### src/rtl/interrupt_vector_sequencer_if.sv
// Interface bundling the interrupt_vector_sequencer control and status signals.
//  slave  : the sequencer itself (decoder/pin inputs in, PC/stack/bus controls out)
//  master : the surrounding core (or a testbench) driving inputs and observing outputs
interface interrupt_vector_sequencer_if;
    logic       phase_2_rising;
    logic       nmi_n;
    logic       irq_n;
    logic       i_flag;
    logic       brk_req;
    logic       instr_boundary;
    logic       busy;
    logic       stack_dec;
    logic       push_pch;
    logic       push_pcl;
    logic       push_p;
    logic       write_en;
    logic       b_flag_out;
    logic       set_i_flag;
    logic       vec_ab_en;
    logic [7:0] vec_adl;
    logic [7:0] vec_adh;
    logic       adl_pcl;
    logic       adh_pch;
    logic       increment_pc;
    logic       done;

    modport slave (
        input  phase_2_rising, nmi_n, irq_n, i_flag, brk_req, instr_boundary,
        output busy, stack_dec, push_pch, push_pcl, push_p, write_en, b_flag_out,
        output set_i_flag, vec_ab_en, vec_adl, vec_adh, adl_pcl, adh_pch, increment_pc, done
    );

    modport master (
        output phase_2_rising, nmi_n, irq_n, i_flag, brk_req, instr_boundary,
        input  busy, stack_dec, push_pch, push_pcl, push_p, write_en, b_flag_out,
        input  set_i_flag, vec_ab_en, vec_adl, vec_adh, adl_pcl, adh_pch, increment_pc, done
    );
endinterface

### src/rtl/interrupt_vector_sequencer.sv
// 6502 reset/NMI/IRQ/BRK entry sequencer sitting directly upstream of the program counter.
// Walks DUMMY1..LOAD_PCH one state per machine cycle (phase_2_rising strobe), issuing the
// three stack pushes, the two vector fetches and the PC load controls.
//  sys_clock, reset : clock and asynchronous active-high reset
//  bus (slave)      : pins/decoder inputs, stack/bus/PC control outputs
module interrupt_vector_sequencer #(
    parameter int unsigned SYNC_STAGES = 2,
    parameter logic [7:0]  VEC_PAGE    = 8'hFF,
    parameter logic [7:0]  NMI_VEC_L   = 8'hFA,
    parameter logic [7:0]  RESET_VEC_L = 8'hFC,
    parameter logic [7:0]  IRQ_VEC_L   = 8'hFE
) (
    input logic                          sys_clock,
    input logic                          reset,
    interrupt_vector_sequencer_if.slave  bus
);
    typedef enum logic [3:0] {
        StIdle, StDummy1, StDummy2, StPushPch, StPushPcl, StPushP, StVecLo, StVecHi, StLoadPch
    } state_e;
    typedef enum logic [1:0] {SrcReset, SrcNmi, SrcIrq, SrcBrk} src_e;

    state_e state_q, state_d;
    src_e   src_q, src_d;
    logic   vec_nmi_q, vec_nmi_d;       // vector in use is NMI (taken or hijacked)
    logic   nmi_pending_q, nmi_pending_d;
    logic   nmi_prev_q;
    logic [SYNC_STAGES-1:0] nmi_sync_q, irq_sync_q;

    logic       busy_d, stack_dec_d, push_pch_d, push_pcl_d, push_p_d, write_en_d;
    logic       b_flag_d, set_i_d, vec_ab_en_d, adl_pcl_d, adh_pch_d, done_d;
    logic [7:0] vec_adl_d, vec_l;
    logic       nmi_s, irq_s, nmi_fall, pre_vec, vec_nmi_eff, enter_vec_lo, not_rst;

    // Synchronisers reset to the inactive (high) pin level so release never fakes an edge.
    always_ff @(posedge sys_clock or posedge reset) begin
        if (reset) begin
            nmi_sync_q <= '1;
            irq_sync_q <= '1;
            nmi_prev_q <= 1'b1;
        end else begin
            nmi_sync_q <= {nmi_sync_q[SYNC_STAGES-2:0], bus.nmi_n};
            irq_sync_q <= {irq_sync_q[SYNC_STAGES-2:0], bus.irq_n};
            nmi_prev_q <= nmi_s;
        end
    end

    assign nmi_s    = nmi_sync_q[SYNC_STAGES-1];
    assign irq_s    = irq_sync_q[SYNC_STAGES-1];
    assign nmi_fall = nmi_prev_q & ~nmi_s;

    // A pending NMI seen before VEC_LO redirects an IRQ/BRK sequence to the NMI vector.
    assign pre_vec      = state_q inside {StDummy1, StDummy2, StPushPch, StPushPcl, StPushP};
    assign vec_nmi_eff  = vec_nmi_q | (nmi_pending_q & pre_vec & (src_q != SrcReset));
    assign enter_vec_lo = bus.phase_2_rising & (state_q == StPushP);
    // An edge in the clearing cycle survives because nmi_fall is ORed in after the clear.
    assign nmi_pending_d = nmi_fall | (nmi_pending_q & ~(enter_vec_lo & vec_nmi_eff));

    always_comb begin
        state_d   = state_q;
        src_d     = src_q;
        vec_nmi_d = vec_nmi_eff;
        done_d    = 1'b0;
        if (bus.phase_2_rising) begin
            unique case (state_q)
                StIdle: begin
                    if (bus.instr_boundary) begin
                        if (nmi_pending_q) begin
                            state_d   = StDummy1;
                            src_d     = SrcNmi;
                            vec_nmi_d = 1'b1;
                        end else if (!irq_s && !bus.i_flag) begin
                            state_d   = StDummy1;
                            src_d     = SrcIrq;
                            vec_nmi_d = 1'b0;
                        end else if (bus.brk_req) begin
                            state_d   = StDummy1;
                            src_d     = SrcBrk;
                            vec_nmi_d = 1'b0;
                        end
                    end
                end
                StDummy1:  state_d = StDummy2;
                StDummy2:  state_d = StPushPch;
                StPushPch: state_d = StPushPcl;
                StPushPcl: state_d = StPushP;
                StPushP:   state_d = StVecLo;
                StVecLo:   state_d = StVecHi;
                StVecHi:   state_d = StLoadPch;
                StLoadPch: begin
                    state_d = StIdle;
                    done_d  = 1'b1;
                end
                default:   state_d = StIdle;
            endcase
        end
    end

    // Outputs are decoded from the next state and registered, so they change on the
    // advancing edge and hold for the whole machine cycle.
    always_comb begin
        not_rst     = (src_d != SrcReset);
        vec_l       = !not_rst ? RESET_VEC_L : (vec_nmi_d ? NMI_VEC_L : IRQ_VEC_L);
        busy_d      = (state_d != StIdle);
        stack_dec_d = state_d inside {StPushPch, StPushPcl, StPushP};
        push_pch_d  = (state_d == StPushPch) & not_rst;
        push_pcl_d  = (state_d == StPushPcl) & not_rst;
        push_p_d    = (state_d == StPushP) & not_rst;
        write_en_d  = stack_dec_d & not_rst;
        b_flag_d    = (src_d == SrcBrk) & busy_d;
        set_i_d     = (state_d == StVecLo);
        vec_ab_en_d = state_d inside {StVecLo, StVecHi};
        vec_adl_d   = (state_d == StVecHi) ? vec_l + 8'd1 : vec_l;
        adl_pcl_d   = (state_d == StVecHi);
        adh_pch_d   = (state_d == StLoadPch);
    end

    always_ff @(posedge sys_clock or posedge reset) begin
        if (reset) begin
            state_q          <= StDummy1;
            src_q            <= SrcReset;
            vec_nmi_q        <= 1'b0;
            nmi_pending_q    <= 1'b0;
            bus.busy         <= 1'b1;
            bus.stack_dec    <= 1'b0;
            bus.push_pch     <= 1'b0;
            bus.push_pcl     <= 1'b0;
            bus.push_p       <= 1'b0;
            bus.write_en     <= 1'b0;
            bus.b_flag_out   <= 1'b0;
            bus.set_i_flag   <= 1'b0;
            bus.vec_ab_en    <= 1'b0;
            bus.vec_adl      <= RESET_VEC_L;
            bus.adl_pcl      <= 1'b0;
            bus.adh_pch      <= 1'b0;
            bus.increment_pc <= 1'b0;
            bus.done         <= 1'b0;
        end else begin
            state_q          <= state_d;
            src_q            <= src_d;
            vec_nmi_q        <= vec_nmi_d;
            nmi_pending_q    <= nmi_pending_d;
            bus.busy         <= busy_d;
            bus.stack_dec    <= stack_dec_d;
            bus.push_pch     <= push_pch_d;
            bus.push_pcl     <= push_pcl_d;
            bus.push_p       <= push_p_d;
            bus.write_en     <= write_en_d;
            bus.b_flag_out   <= b_flag_d;
            bus.set_i_flag   <= set_i_d;
            bus.vec_ab_en    <= vec_ab_en_d;
            bus.vec_adl      <= vec_adl_d;
            bus.adl_pcl      <= adl_pcl_d;
            bus.adh_pch      <= adh_pch_d;
            bus.increment_pc <= ~busy_d;
            bus.done         <= done_d;
        end
    end

    assign bus.vec_adh = VEC_PAGE;
endmodule

### src/flat_wrapper.sv
// flat-port wrapper written by rule: the top's interface ports become plain ports
module interrupt_vector_sequencer_flat 
#(
    parameter int unsigned SYNC_STAGES = 2,
    parameter logic [7:0]  VEC_PAGE    = 8'hFF,
    parameter logic [7:0]  NMI_VEC_L   = 8'hFA,
    parameter logic [7:0]  RESET_VEC_L = 8'hFC,
    parameter logic [7:0]  IRQ_VEC_L   = 8'hFE
)
  (sys_clock, reset, bus_phase_2_rising, bus_nmi_n, bus_irq_n, bus_i_flag, bus_brk_req, bus_instr_boundary, bus_busy, bus_stack_dec, bus_push_pch, bus_push_pcl, bus_push_p, bus_write_en, bus_b_flag_out, bus_set_i_flag, bus_vec_ab_en, bus_vec_adl, bus_vec_adh, bus_adl_pcl, bus_adh_pch, bus_increment_pc, bus_done);
  interrupt_vector_sequencer_if bus_i ();
  input logic sys_clock;
  input logic reset;
  input wire logic [$bits(bus_i.phase_2_rising)-1:0] bus_phase_2_rising;
  input wire logic [$bits(bus_i.nmi_n)-1:0] bus_nmi_n;
  input wire logic [$bits(bus_i.irq_n)-1:0] bus_irq_n;
  input wire logic [$bits(bus_i.i_flag)-1:0] bus_i_flag;
  input wire logic [$bits(bus_i.brk_req)-1:0] bus_brk_req;
  input wire logic [$bits(bus_i.instr_boundary)-1:0] bus_instr_boundary;
  output wire logic [$bits(bus_i.busy)-1:0] bus_busy;
  output wire logic [$bits(bus_i.stack_dec)-1:0] bus_stack_dec;
  output wire logic [$bits(bus_i.push_pch)-1:0] bus_push_pch;
  output wire logic [$bits(bus_i.push_pcl)-1:0] bus_push_pcl;
  output wire logic [$bits(bus_i.push_p)-1:0] bus_push_p;
  output wire logic [$bits(bus_i.write_en)-1:0] bus_write_en;
  output wire logic [$bits(bus_i.b_flag_out)-1:0] bus_b_flag_out;
  output wire logic [$bits(bus_i.set_i_flag)-1:0] bus_set_i_flag;
  output wire logic [$bits(bus_i.vec_ab_en)-1:0] bus_vec_ab_en;
  output wire logic [$bits(bus_i.vec_adl)-1:0] bus_vec_adl;
  output wire logic [$bits(bus_i.vec_adh)-1:0] bus_vec_adh;
  output wire logic [$bits(bus_i.adl_pcl)-1:0] bus_adl_pcl;
  output wire logic [$bits(bus_i.adh_pch)-1:0] bus_adh_pch;
  output wire logic [$bits(bus_i.increment_pc)-1:0] bus_increment_pc;
  output wire logic [$bits(bus_i.done)-1:0] bus_done;
  assign bus_i.phase_2_rising = bus_phase_2_rising;
  assign bus_i.nmi_n = bus_nmi_n;
  assign bus_i.irq_n = bus_irq_n;
  assign bus_i.i_flag = bus_i_flag;
  assign bus_i.brk_req = bus_brk_req;
  assign bus_i.instr_boundary = bus_instr_boundary;
  assign bus_busy = bus_i.busy;
  assign bus_stack_dec = bus_i.stack_dec;
  assign bus_push_pch = bus_i.push_pch;
  assign bus_push_pcl = bus_i.push_pcl;
  assign bus_push_p = bus_i.push_p;
  assign bus_write_en = bus_i.write_en;
  assign bus_b_flag_out = bus_i.b_flag_out;
  assign bus_set_i_flag = bus_i.set_i_flag;
  assign bus_vec_ab_en = bus_i.vec_ab_en;
  assign bus_vec_adl = bus_i.vec_adl;
  assign bus_vec_adh = bus_i.vec_adh;
  assign bus_adl_pcl = bus_i.adl_pcl;
  assign bus_adh_pch = bus_i.adh_pch;
  assign bus_increment_pc = bus_i.increment_pc;
  assign bus_done = bus_i.done;
  interrupt_vector_sequencer #(.SYNC_STAGES(SYNC_STAGES), .VEC_PAGE(VEC_PAGE), .NMI_VEC_L(NMI_VEC_L), .RESET_VEC_L(RESET_VEC_L), .IRQ_VEC_L(IRQ_VEC_L)) u_core (.sys_clock(sys_clock), .reset(reset), .bus(bus_i));
endmodule
### config.mk
export PLATFORM = sky130hd
export DESIGN_NAME = interrupt_vector_sequencer_flat
export DESIGN_NICKNAME = d
export VERILOG_FILES = /design/src/rtl/interrupt_vector_sequencer_if.sv /design/src/rtl/interrupt_vector_sequencer.sv /design/src/flat_wrapper.sv
export SDC_FILE = /design/constraint.sdc
export NUM_CORES = 1
export LEC_CHECK = 0
export CAP_MARGIN = 15
export CORE_AREA = 2 2 55 57
export DETAILED_ROUTE_END_ITERATION = 8
export DIE_AREA = 0 0 57 59
export PLACE_DENSITY = 0.82
export SYNTH_ARGS = -nofsm -noshare
export SYNTH_HDL_FRONTEND = slang
export SYNTH_SLANG_ARGS = --single-unit
### constraint.sdc
create_clock -name sys_clock -period 4.4 [get_ports sys_clock]
set_clock_uncertainty 0.05 [all_clocks]
set_input_delay 1.32 -clock sys_clock [delete_from_list [all_inputs] [get_ports sys_clock]]
set_output_delay 1.32 -clock sys_clock [all_outputs]
set_load 0.01 [all_outputs]
==> run_results.csv <==
group,metric,value,unit
global_route,grt-ovfl-total,0,
job,drv_cap,0,
setup_path,cp_cell_sequence,"clkdlybuf4s50_1",
sta,finalCritPeriodShare,63.1,%
setup_path,cp.arrival,1.41,ns
placement,dpl.hpwl,1.65,mm
sta,worst_pin_slew,0.499,ns
yosys,synth.distinct_cells,46,
yosys,synth_cells,111,
sta,hold-worst-slack,0.318,ns
clock_network,cts_root_buffer,"clkbuf_4",
die,dieArea,3360,sq um
sta,drv_slew,0,
final_layout,final_nets,141,
yosys,synth_edf_count,0,
clock_network,clk_path_buf_depth,2,
final_layout,area_delta_synth_final,19.5,%
clock_network,cts_resized,0,
setup_path,critPathKind,"flop to output pin",
setup_path,crit_slowest_cell,"dfstp_2",
yosys,seq_area_frac_synth,54.7,%
setup_path,required,3.03,ns
yosys,synth_top_flop_cell,"dfrtp_1",
setup_path,max_stage_delay,0.55,ns
die,start_util,48.0,%
setup_path,r2r_start,"u_core.state_q[0]",
global_route,antenna_found_initial,0,
sta,maxClockFrequency,0.360,GHz
power_and_ir_drop,ir_drop,0.416,mV
sta,setup_viol,0,
clock_network,hold_buffers,0,
sta,rsz0062_at_grt,"no",
power_and_ir_drop,total_power,0.000996,W
global_route,grt_first_pass_wirelength,3.73,mm
setup_path,ff2ff_path_depth,4,
final_layout,drive_gt1_share,20.5,%
route,ant_nets,0,
power_and_ir_drop,pwr-share-seq,42.7,%
yosys,async_flop_share,100,%
clock_network,clkLatencyLatePin,0.34,ns
power_and_ir_drop,powerDensity,641,nW/um^2
setup_path,crit_fanout,1,
setup_path,worstReg2RegEnd,"u_core.bus.push_pch",
final_layout,finish.utilization,57.3,%
clock_network,clock_sinks,28,
power_and_ir_drop,power_frac_comb,40.4,%
route,drt_iter0_drc,17,
route,vias_per_cell,5.29,
yosys,yosysWarnings,0,
route,num_vias,863,
route,dr.pass1.iters,4,
sta,hold_violations,0,
clock_network,htree_levels,1,
power_and_ir_drop,power_frac_clock,16.9,%
die,die_h,59,um
global_route,track_usage,14.5,%
yosys,ys_ff_latch,28,
min_path,hold_path_class,"flop to flop",
power_and_ir_drop,cellLeakagePower,0.699,nW
route,wl_per_cell,14.3,um
die,fp-row-count,19,
final_layout,n_fill_cell,249,
sta,fin_tns_setup,0,ns
power_and_ir_drop,p_sw_share,34.3,%
min_path,min_from,"u_core.nmi_sync_q[0]",
placement,portBuffers,23,
setup_path,critical_path_buf_inv_count,1,
yosys,syn_area,1300,sq um
sta,fin_crit,2.78,ns
global_route,grt_pass1_vias,812,
min_path,min_to,"u_core.nmi_sync_q[1]",
run_status,status,"finished, final reports clean",
route,wl,2.32,mm
die,die_w,57,um
clock_network,cts_buffers,3,
power_and_ir_drop,p_sw,0.000341,W
min_path,holdPathStages,0,
power_and_ir_drop,intPower,0.000654,W
clock_network,cts_tree,"done",
sta,maxSlewHeadroom,66.5,%
route,drcViolationCount,0,
die,io-pin-count,37,
setup_path,r2r_setup_slack,2.69,ns
yosys,syn_area_per_cell,11.7,sq um
clock_network,post_cts_buffers,0,
die,design.core.area,2710,sq um
setup_path,start_kind,"flop",
placement,routabilityCongestion,0.854,
clock_network,clkSlewWorstSetupHoldPaths,0.14,ns
setup_path,crit_family,"flip-flops",
final_layout,diodes,0,
global_route,grt_max_degree,29,
setup_path,end_kind,"output pin",
[power by group through the flow]
stage | registers, W | clock network (W) | logic (W)
3_5_place_dp | 0.000430 | 0 | 0.000397
6_report | 0.000425 | 0.000168 | 0.000402
4_1_cts | 0.000425 | 0.000172 | 0.000401
3_3_place_gp | 0.000422 | 0 | 0.000387
2_1_floorplan | 0.000408 | 0 | 0.000282
5_1_grt | 0.000438 | 0.000180 | 0.000435
[per-stage QoR]
stage | cell area (sq um) | worst slack (ns) | instances
floorplan | 1350 | 2.11 | 123
global placement | 1470 | 1.45 | 158
detailed placement | 1470 | 1.39 | 158
CTS | 1530 | 1.61 | 162
global route | 1550 | 1.58 | 163
finish | 1550 | 1.62 | 163
[state kept, by name, indices dropped and copies added, names as in the netlist, 2 cells and up]
name,cells
u_core.state_q,4
u_core.bus.vec_adl,3
u_core.irq_sync_q,2
u_core.nmi_sync_q,2
u_core.src_q,2
[worst max path at each step]
stage	from	end	cells after the start
after floorplan	bus_i_flag	u_core.bus.push_pch	4
after global placement	bus_phase_2_rising	u_core.bus.vec_adl[0]	5
after detailed placement	bus_phase_2_rising	u_core.bus.push_pch	5
after CTS	u_core.bus.busy	bus_busy	1
after global routing	u_core.bus.vec_adl[2]	bus_vec_adl[2]	1
final	u_core.bus.vec_adl[2]	bus_vec_adl[2]	1
[cell families (layout without fill, tap and decap cells)]
family / after synthesis / in the layout / synth area share, %
AO/OA/AOI/OAI: 23 / 23 / 13.4
XOR/XNOR: 1 / 1 / 0.674
other: 1 / 13 / 0.288
flip-flops: 28 / 28 / 54.7
buffers and inverters: 24 / 33 / 12.2
AND/OR/NAND/NOR: 34 / 34 / 18.8
[synthesized netlist by cell type (2+ instances only)]
cell type | number | share of area, %
dfstp_2 | 8 | 16
inv_1 | 4 | 1.2
buf_4 | 16 | 9.2
and2_1 | 2 | 0.96
a21oi_1 | 2 | 0.77
a31oi_1 | 2 | 0.96
dfrtp_1 | 20 | 38
and3_1 | 2 | 0.96
nand3_1 | 2 | 0.77
and2b_1 | 2 | 1.2
o21ai_0 | 6 | 2.3
or3_1 | 2 | 0.96
nor2_1 | 6 | 1.7
o21ai_1 | 2 | 0.77
nor2b_1 | 2 | 0.96
nand2_1 | 3 | 0.87
[layout by cell type, fill, tap and decap left out, drive strengths merged, types with 2 or more instances in the layout]
cell            n
clkbuf          3
and3            3
dfstp           8
conb           13
inv             5
or3             2
clkdlybuf4s50  23
a21oi           3
o21ai           8
nor2            6
dfrtp          20
nand3           2
nor2b           2
and2            3
nand2           4
a31oi           3
and2b           2
[final cells by class]
class | count | area (sq um) | share of cell area [%]
multi-input cells | 71 | 475 | 30.6
flip-flops and latches | 28 | 711 | 45.7
clock buffers | 3 | 22.5 | 1.45
clock inverters | 1 | 30.0 | 1.93
well taps | 31 | 38.8 | 2.50
repair buffers | 24 | 258 | 16.6
inverters | 5 | 18.8 | 1.21
[routing by layer]
metal | GRT usage (%) | vias up | share of wire (%)
met1 | 17.5 | 419 | 44
met3 | 4.59 | 8 | 5.9
met4 | 2.99 | 0 | 1.2
met2 | 25.8 | 36 | 49
met5 | 0 | - | 0
li1 | - | 400 | -
No activity file was read; power rests on OpenSTA's default activity.
